### src/rtl/core_sequencer.sv
// Multi-cycle fetch/decode/execute sequencer for the 16-bit core. Owns pc and ir,
// handshakes with instruction ROM and data memory, and strobes register-file writes.
//
//   state   | meaning
//   --------+--------------------------------------------------------------
//   FETCH   | rom_req high, wait for rom_ack, latch ir, pc <= pc + 1
//   DECODE  | one cycle, register addresses valid from ir
//   EXEC    | ALU write / branch resolve / NOP / illegal flag / HALT entry
//   MEM     | mem_req high until mem_ack (load or store)
//   WB      | load write-back, one-cycle rf_we
//   HALT    | halted high, no requests, left only through reset
module core_sequencer #(
  parameter int              PC_W     = 8,
  parameter logic [PC_W-1:0] RESET_PC = '0
) (
  input  logic            clock_50,
  input  logic            reset_n,
  output logic            rom_req,
  input  logic            rom_ack,
  input  logic [15:0]     rom_data,
  output logic [PC_W-1:0] pc,
  output logic [15:0]     ir,
  output logic            mem_req,
  output logic            mem_we,
  input  logic            mem_ack,
  output logic            rf_we,
  output logic [2:0]      rf_da,
  output logic [2:0]      rf_aa,
  output logic [2:0]      rf_ba,
  output logic [3:0]      alu_op,
  input  logic            cout,
  input  logic            z,
  input  logic            n,
  output logic            halted,
  output logic            illegal
);

  typedef enum logic [2:0] {
    S_FETCH  = 3'd0,
    S_DECODE = 3'd1,
    S_EXEC   = 3'd2,
    S_MEM    = 3'd3,
    S_WB     = 3'd4,
    S_HALT   = 3'd5
  } state_t;

  localparam logic [3:0] OP_NOP   = 4'h0;
  localparam logic [3:0] OP_ALU   = 4'h1;
  localparam logic [3:0] OP_LOAD  = 4'h2;
  localparam logic [3:0] OP_STORE = 4'h3;
  localparam logic [3:0] OP_BR    = 4'h4;
  localparam logic [3:0] OP_BZ    = 4'h5;
  localparam logic [3:0] OP_BN    = 4'h6;
  localparam logic [3:0] OP_BC    = 4'h7;
  localparam logic [3:0] OP_HALT  = 4'hF;

  state_t          state;
  logic [3:0]      opcode;
  logic [PC_W-1:0] target;
  logic            taken;

  assign opcode = ir[15:12];
  assign target = PC_W'(ir[7:0]);
  assign rf_da  = ir[11:9];
  assign rf_aa  = ir[8:6];
  assign rf_ba  = ir[5:3];
  assign alu_op = (opcode == OP_ALU) ? ir[3:0] : 4'h0;

  always_comb begin
    taken = 1'b0;
    case (opcode)
      OP_BR:   taken = 1'b1;
      OP_BZ:   taken = z;
      OP_BN:   taken = n;
      OP_BC:   taken = cout;
      default: taken = 1'b0;
    endcase
  end

  // Request/strobe outputs are registered so they always line up with the state they belong to.
  always_ff @(posedge clock_50 or negedge reset_n) begin
    if (!reset_n) begin
      state   <= S_FETCH;
      pc      <= RESET_PC;
      ir      <= 16'h0000;
      rom_req <= 1'b0;
      mem_req <= 1'b0;
      mem_we  <= 1'b0;
      rf_we   <= 1'b0;
      halted  <= 1'b0;
      illegal <= 1'b0;
    end else begin
      rf_we <= 1'b0;
      case (state)
        S_FETCH: begin
          if (rom_req && rom_ack) begin
            ir      <= rom_data;
            pc      <= pc + PC_W'(1);
            rom_req <= 1'b0;
            state   <= S_DECODE;
          end else begin
            rom_req <= 1'b1;
          end
        end
        S_DECODE: begin
          rf_we <= (opcode == OP_ALU);
          state <= S_EXEC;
        end
        S_EXEC: begin
          case (opcode)
            OP_NOP, OP_ALU: begin
              rom_req <= 1'b1;
              state   <= S_FETCH;
            end
            OP_BR, OP_BZ, OP_BN, OP_BC: begin
              if (taken) pc <= target;
              rom_req <= 1'b1;
              state   <= S_FETCH;
            end
            OP_LOAD, OP_STORE: begin
              mem_req <= 1'b1;
              mem_we  <= (opcode == OP_STORE);
              state   <= S_MEM;
            end
            OP_HALT: begin
              halted <= 1'b1;
              state  <= S_HALT;
            end
            default: begin
              illegal <= 1'b1;
              rom_req <= 1'b1;
              state   <= S_FETCH;
            end
          endcase
        end
        S_MEM: begin
          if (mem_req && mem_ack) begin
            mem_req <= 1'b0;
            mem_we  <= 1'b0;
            if (mem_we) begin
              rom_req <= 1'b1;
              state   <= S_FETCH;
            end else begin
              rf_we <= 1'b1;
              state <= S_WB;
            end
          end
        end
        S_WB: begin
          rom_req <= 1'b1;
          state   <= S_FETCH;
        end
        S_HALT: state <= S_HALT;
        default: state <= S_FETCH;
      endcase
    end
  end

endmodule

### config.mk
export PLATFORM = sky130hd
export DESIGN_NAME = core_sequencer
export DESIGN_NICKNAME = d
export VERILOG_FILES = /design/src/rtl/core_sequencer.sv
export SDC_FILE = /design/constraint.sdc
export NUM_CORES = 1
export LEC_CHECK = 0
export ABC_AREA = 1
export ABC_CLOCK_PERIOD_IN_PS = 1390
export CAP_MARGIN = 15
export CELL_PAD_IN_SITES_DETAIL_PLACEMENT = 2
export CELL_PAD_IN_SITES_GLOBAL_PLACEMENT = 2
export CORE_MARGIN = 4
export CORE_UTILIZATION = 25
export CTS_CLUSTER_DIAMETER = 120
export DETAILED_ROUTE_END_ITERATION = 16
export PLACE_DENSITY_LB_ADDON = 0.25
export REMOVE_ABC_BUFFERS = 1
export SKIP_CTS_REPAIR_TIMING = 1
export SLEW_MARGIN = 20
export SYNTH_ARGS = -nofsm -noshare
export SYNTH_HDL_FRONTEND = slang
export SYNTH_SLANG_ARGS = --single-unit
export TNS_END_PERCENT = 20
### constraint.sdc
create_clock -name clock_50 -period 1.39 [get_ports clock_50]
set_input_delay 0.2085 -clock clock_50 [delete_from_list [all_inputs] [get_ports clock_50]]
set_output_delay 0.2085 -clock clock_50 [all_outputs]
set_load 0.03 [all_outputs]
# Word-level counts from Yosys, hierarchy flattened
# Index checks and enable logic that the tools add are counted.
classes:
  add_sub_neg: 1
  eq_ne: 20
  muxes: 24
  n_bitwise: 1
  reduce_logical: 18
ops:
  columns: ["op", "count"]
  rows:
  - ["two-way mux 8 bit", 3]
  - ["== test 4 x 3 -> 1 bit (second input constant)", 4]
  - ["case mux 8 bit (2 select lines)", 1]
  - ["case mux 3 bit (5 select lines)", 1]
  - ["inequality test 2 bit (second input constant)", 6]
  - ["two-way mux 1 bit", 9]
  - ["two-way mux 3 bit", 3]
  - ["OR reduction 9 bit", 1]
  - ["adder 8 x 1 -> 8 bit (second input constant)", 1]
  - ["== test 4 x 2 -> 1 bit (second input constant)", 2]
  - ["case mux 1 bit (4 select lines)", 2]
  - ["AND reduction 2 bit", 4]
  - ["AND reduction 4 bit", 2]
  - ["== test 3 x 2 -> 1 bit (second input constant)", 2]
  - ["== test 3 bit (second input constant)", 2]
  - ["case mux 1 bit (2 select lines)", 3]
  - ["case mux 3 bit (2 select lines)", 1]
  - ["== test 4 x 1 -> 1 bit (second input constant)", 1]
  - ["== test 4 bit (second input constant)", 1]
  - ["zero test 4 bit", 1]
  - ["two-way mux 4 bit", 1]
  - ["nonzero test 2 bit", 2]
  - ["nonzero test 4 bit", 1]
  - ["OR reduction 4 bit", 1]
  - ["other kinds (8)", 9]
word_totals:
  register_bits: 33
  output_inout_bits: 43

# Depth between registers and ports, before layout
logic_depth:
  ltp_word: 5
  depth_mapped: 8

# Least setup slack after synthesis
# Ideal clock, no wire load.
synth_path:
  path_type: "reg-to-output"
  from: "register ir[15]"
  to: "output port alu_op[0]"
  arrival_ns: 1.341
  slack_ns: -0.159
  path_stages_with_launch: 4
  path_buffers: 0
  path_cell_list: "dfrtp_1 -> nor2_1 -> nand3_1 -> nor2_1"
synth_between:
  elab_chain_cells: 2
synth_lines:
  columns: ["element", "line", "text"]
  rows:
  - ["start, declared", "22", "output logic [15:0] ir,"]
  - ["start signal, assigned", "97", "ir <= rom_data;"]
  - ["== test 4 x 1 -> 1 bit", "67", "assign alu_op = (opcode == OP_ALU) ? ir[3:0] : 4'h0;"]
  - ["two-way mux 4 bit", "67", null]
  - ["end, declared", "30", "output logic [3:0] alu_op,"]
# No other way between the ends.

# Worst setup path after layout
layout_path:
  from: "register ir[14]"
  to: "output port alu_op[1]"
# Same word-level chain as after synthesis.

==> impl_metrics.csv <==
group,metric,value,unit
timing,fin_crit_sh,1.085,
setup_path,critPathKind,"register to output port",
synthesis,netlist_area,0.001841,sq mm
die,ios,66,
clock_tree,clkSlewWorstSetupHoldPaths,0.08,ns
clock_tree,clock_latency,0.29,ns
timing,max_freq,662.9,MHz
timing,skew,0.01037,ns
setup_path,cp-end-kind,"output port",
layout,design_area,0.002983,sq mm
die,coreArea,0.007214,sq mm
placed_design,routabilityCongestion,0.7739,
pwr,fin_total_pwr,7314,uW
pwr,p_sw_frac,0.4775,
global_route,grtUsageTotal,0.1450,
route,routedWlPerCell,14.99,um
pwr,switching_power,3493,uW
setup_path,path_max_fanout,4,
placed_design,port_buffers,65,
route,first_pass_iters,3,
global_route,grt_pass1_vias,1969,
setup_path,cp_cell_sequence,"nor2_2 -> nand3_2 -> buf_6 -> nor2_2 -> buf_4",
route,num_vias,1802,
route,antenna_left,0,
die,placement_rows,31,
synthesis,ys_types,29,
timing,fin_crit,1.508,ns
layout,area_growth,62.07,%
setup_path,crit_slowest_cell,"dfrtp_1",
timing,hold_viol_final,0,
pwr,clkPwrFrac,0.103,
layout,drive_gt1_frac,0.2727,
pwr,comb_power_share,0.652,
setup_path,crit_family,"flip-flops",
setup_path,reg2reg_to,"ir[6]$_DFFE_PN0P_",
setup_path,path_common_cell,"nor2_2",
die,die_w,93.80,um
clock_tree,cts.htree.levels,2,
synthesis,syn_avg_cell_area,8.404,sq um
die,die-area,0.008798,sq mm
clock_tree,cts.sinks,33,
placed_design,dp_hpwl,4623,um
layout,n_fill_cell,827,
route,drtIter0Drc,41,
global_route,grt_pass1_wl,9929,um
layout,nNetsFinal,332,
global_route,antenna_found_initial,0,
outcome,outcome,"finished, violations left",
layout,antenna_cells,0,
setup_path,worstPathRequired,1.18,ns
run,max-cap-violations,0,
synthesis,ys_ff_latch,33,
global_route,grt-ovfl-total,0,
clock_tree,cts_tree,"yes",
global_route,grt_max_degree,21,
clock_tree,clockBufferDepth,2,
timing,final-max-slew-violation-count,0,
synthesis,yosysSeqAreaShare,0.4487,
setup_path,crit_buf_inv,2,
synthesis,synthCells,219,
setup_path,reg2reg_slack,0.09,ns
outcome,violations,"negative setup slack",
setup_path,slowest_delay,0.41,ns
pwr,p_int,3821,uW
min_path,hold_path.class,"input port to async pin",
timing,setup-tns-final,-0.3646,ns
clock_tree,clockRootBuffer,"clkbuf_8",
synthesis,yosys.area.top_type,"dfrtp_1",
setup_path,regToRegStartpoint,"state[0]$_DFFE_PN0P_",
pwr,leakagePower,0.001671,uW
synthesis,synth_top_area_frac,0.4487,
timing,setup_viol_count_final,4,
setup_path,cp-start-kind,"register",
placed_design,place_ws,-0.1830,ns
route,routed_wl,6100,um
timing,worstMarginPinSlew,0.4187,ns
timing,relSlewSlack,0.7209,
setup_path,worstRegToRegCells,4,
route,detail_route.vias_per_cell,4.428,
synthesis,synth_area_leaders,"dfrtp_1 (45%), nand2_1 (11%), nand3_1 (6.0%)",
timing,hold_slack,0.3879,ns
placed_design,place_area,0.002733,sq mm
pwr,powerDensity,2452,mW/mm^2
die,initial_core_util,0.2551,
clock_tree,cts_made_buffers,5,
timing,setup_ws,-0.1185,ns
pwr,vdd_drop_max,0.8232,mV
setup_path,worstPathArrival,1.30,ns
pwr,seqPwrFrac,0.245,
route,route.detailed.drc,0,
synthesis,yosys_warnings,0,
timing,rsz0062_at_grt,"true",
die,die_h,93.80,um
-- worst register-to-register path: stages, from the launching register on --
cell and delay [ns]:
dfrtp_1 0.43, nor2_4 0.17, nand3_4 0.09, buf_12 0.17
mux2_4 0.32
-- worst max-delay path by stage --
stage	cells after the start	end	start	slack, ns
floorplan	3	alu_op[0]	ir[15]$_DFFE_PN0P_	-0.16
global placement	6	ir[14]$_DFFE_PN0P_	rom_ack	-0.10
detailed placement	8	ir[2]$_DFFE_PN0P_	rom_ack	-0.18
CTS	2	ir[14]	ir[14]$_DFFE_PN0P_	-0.30
global route	5	alu_op[1]	ir[14]$_DFFE_PN0P_	-0.21
finish	5	alu_op[1]	ir[14]$_DFFE_PN0P_	-0.12
-- cell usage in the layout, fill, tap and decap left out, types with 2 or more instances in the layout --
cell             synthesis  final
a21oi_1                 10     10
buf_12                   0      3
buf_4                    9     31
buf_6                    2      2
clkbuf_8                 0      6
clkdlybuf4s50_1          0     21
dfrtp_1                 33     29
dfrtp_2                  0      4
dlymetal6s2s_1           0     35
inv_1                   22     21
inv_2                    2      2
mux2_2                   2      2
mux2_4                   5      5
nand2_1                 56     54
nand2_2                  0      2
nand2_4                  2      2
nand3_1                 22     20
nand3_2                  3      5
nor2_1                  22     16
nor2_2                   1      6
nor2_4                   3      4
o21ai_0                  9      8
o21ai_2                  2      3
xnor2_1                  2      2
-- metal layers --
layer  GRT usage  part of all wire  vias to the layer above  routed length, um
met4     0.03971             0.012                        0                 74
met3     0.03205             0.038                        6                234
met5           0                 0                        -                  0
li1            -                 -                      866                  -
met1      0.1830              0.43                      892               2597
met2      0.2484              0.52                       38               3194
-- state kept, by name (all words and copies together) (netlist names) --
name     cells
halted       1
state        3
mem_we       1
pc           8
ir          16
rom_req      1
mem_req      1
illegal      1
rf_we        1
-- logic make-up after synthesis --
| family | Yosys count | synth area share |
|---|---|---|
| AND/OR/NAND/NOR | 113 | 0.2964 |
| buffers and inverters | 37 | 0.1033 |
| flip-flops | 33 | 0.4487 |
| AO/OA/AOI/OAI | 25 | 0.07750 |
| multiplexers | 7 | 0.05302 |
| XOR/XNOR | 3 | 0.01428 |
| adder cells (fa/ha/maj) | 1 | 0.006797 |
-- cell type report --
cell class	count	area (sq um)	area share
Sequential cell	33	830.8	0.2785
Tap cell	99	123.9	0.04153
Clock buffer	7	86.33	0.02894
Multi-Input combinational cell	149	865.8	0.2903
Inverter	24	92.59	0.03104
Timing Repair Buffer	95	983.4	0.3297
-- per-stage QoR --
| step | utilization | cells |
|---|---|---|
| after floorplan | - | 206 |
| after global placement | 0.3788 | 397 |
| after detailed placement | 0.3788 | 397 |
| after CTS | 0.3907 | 404 |
| after global routing | 0.4135 | 407 |
| final | 0.4135 | 407 |
-- cell usage after synthesis, drive strengths merged --
cell type,instances
nand2,59
inv,24
a21oi,10
nand4,1
or2,1
xor2,1
buf,13
o21ai,12
nor2,26
dfrtp,33
ha,1
o21bai,1
mux2,7
xnor2,2
a31o,1
o32ai,1
nand3,26
-- power by group through the flow --
stage,clock network [uW],registers [uW],logic (uW)
final,752,1790,4770
after global routing,811,1880,5220
after CTS,779,1810,4800
after detailed placement,0,1820,4760
after global placement,0,1790,4650
after floorplan,0,2840,1500
No activity file was read; power rests on OpenSTA's default activity.
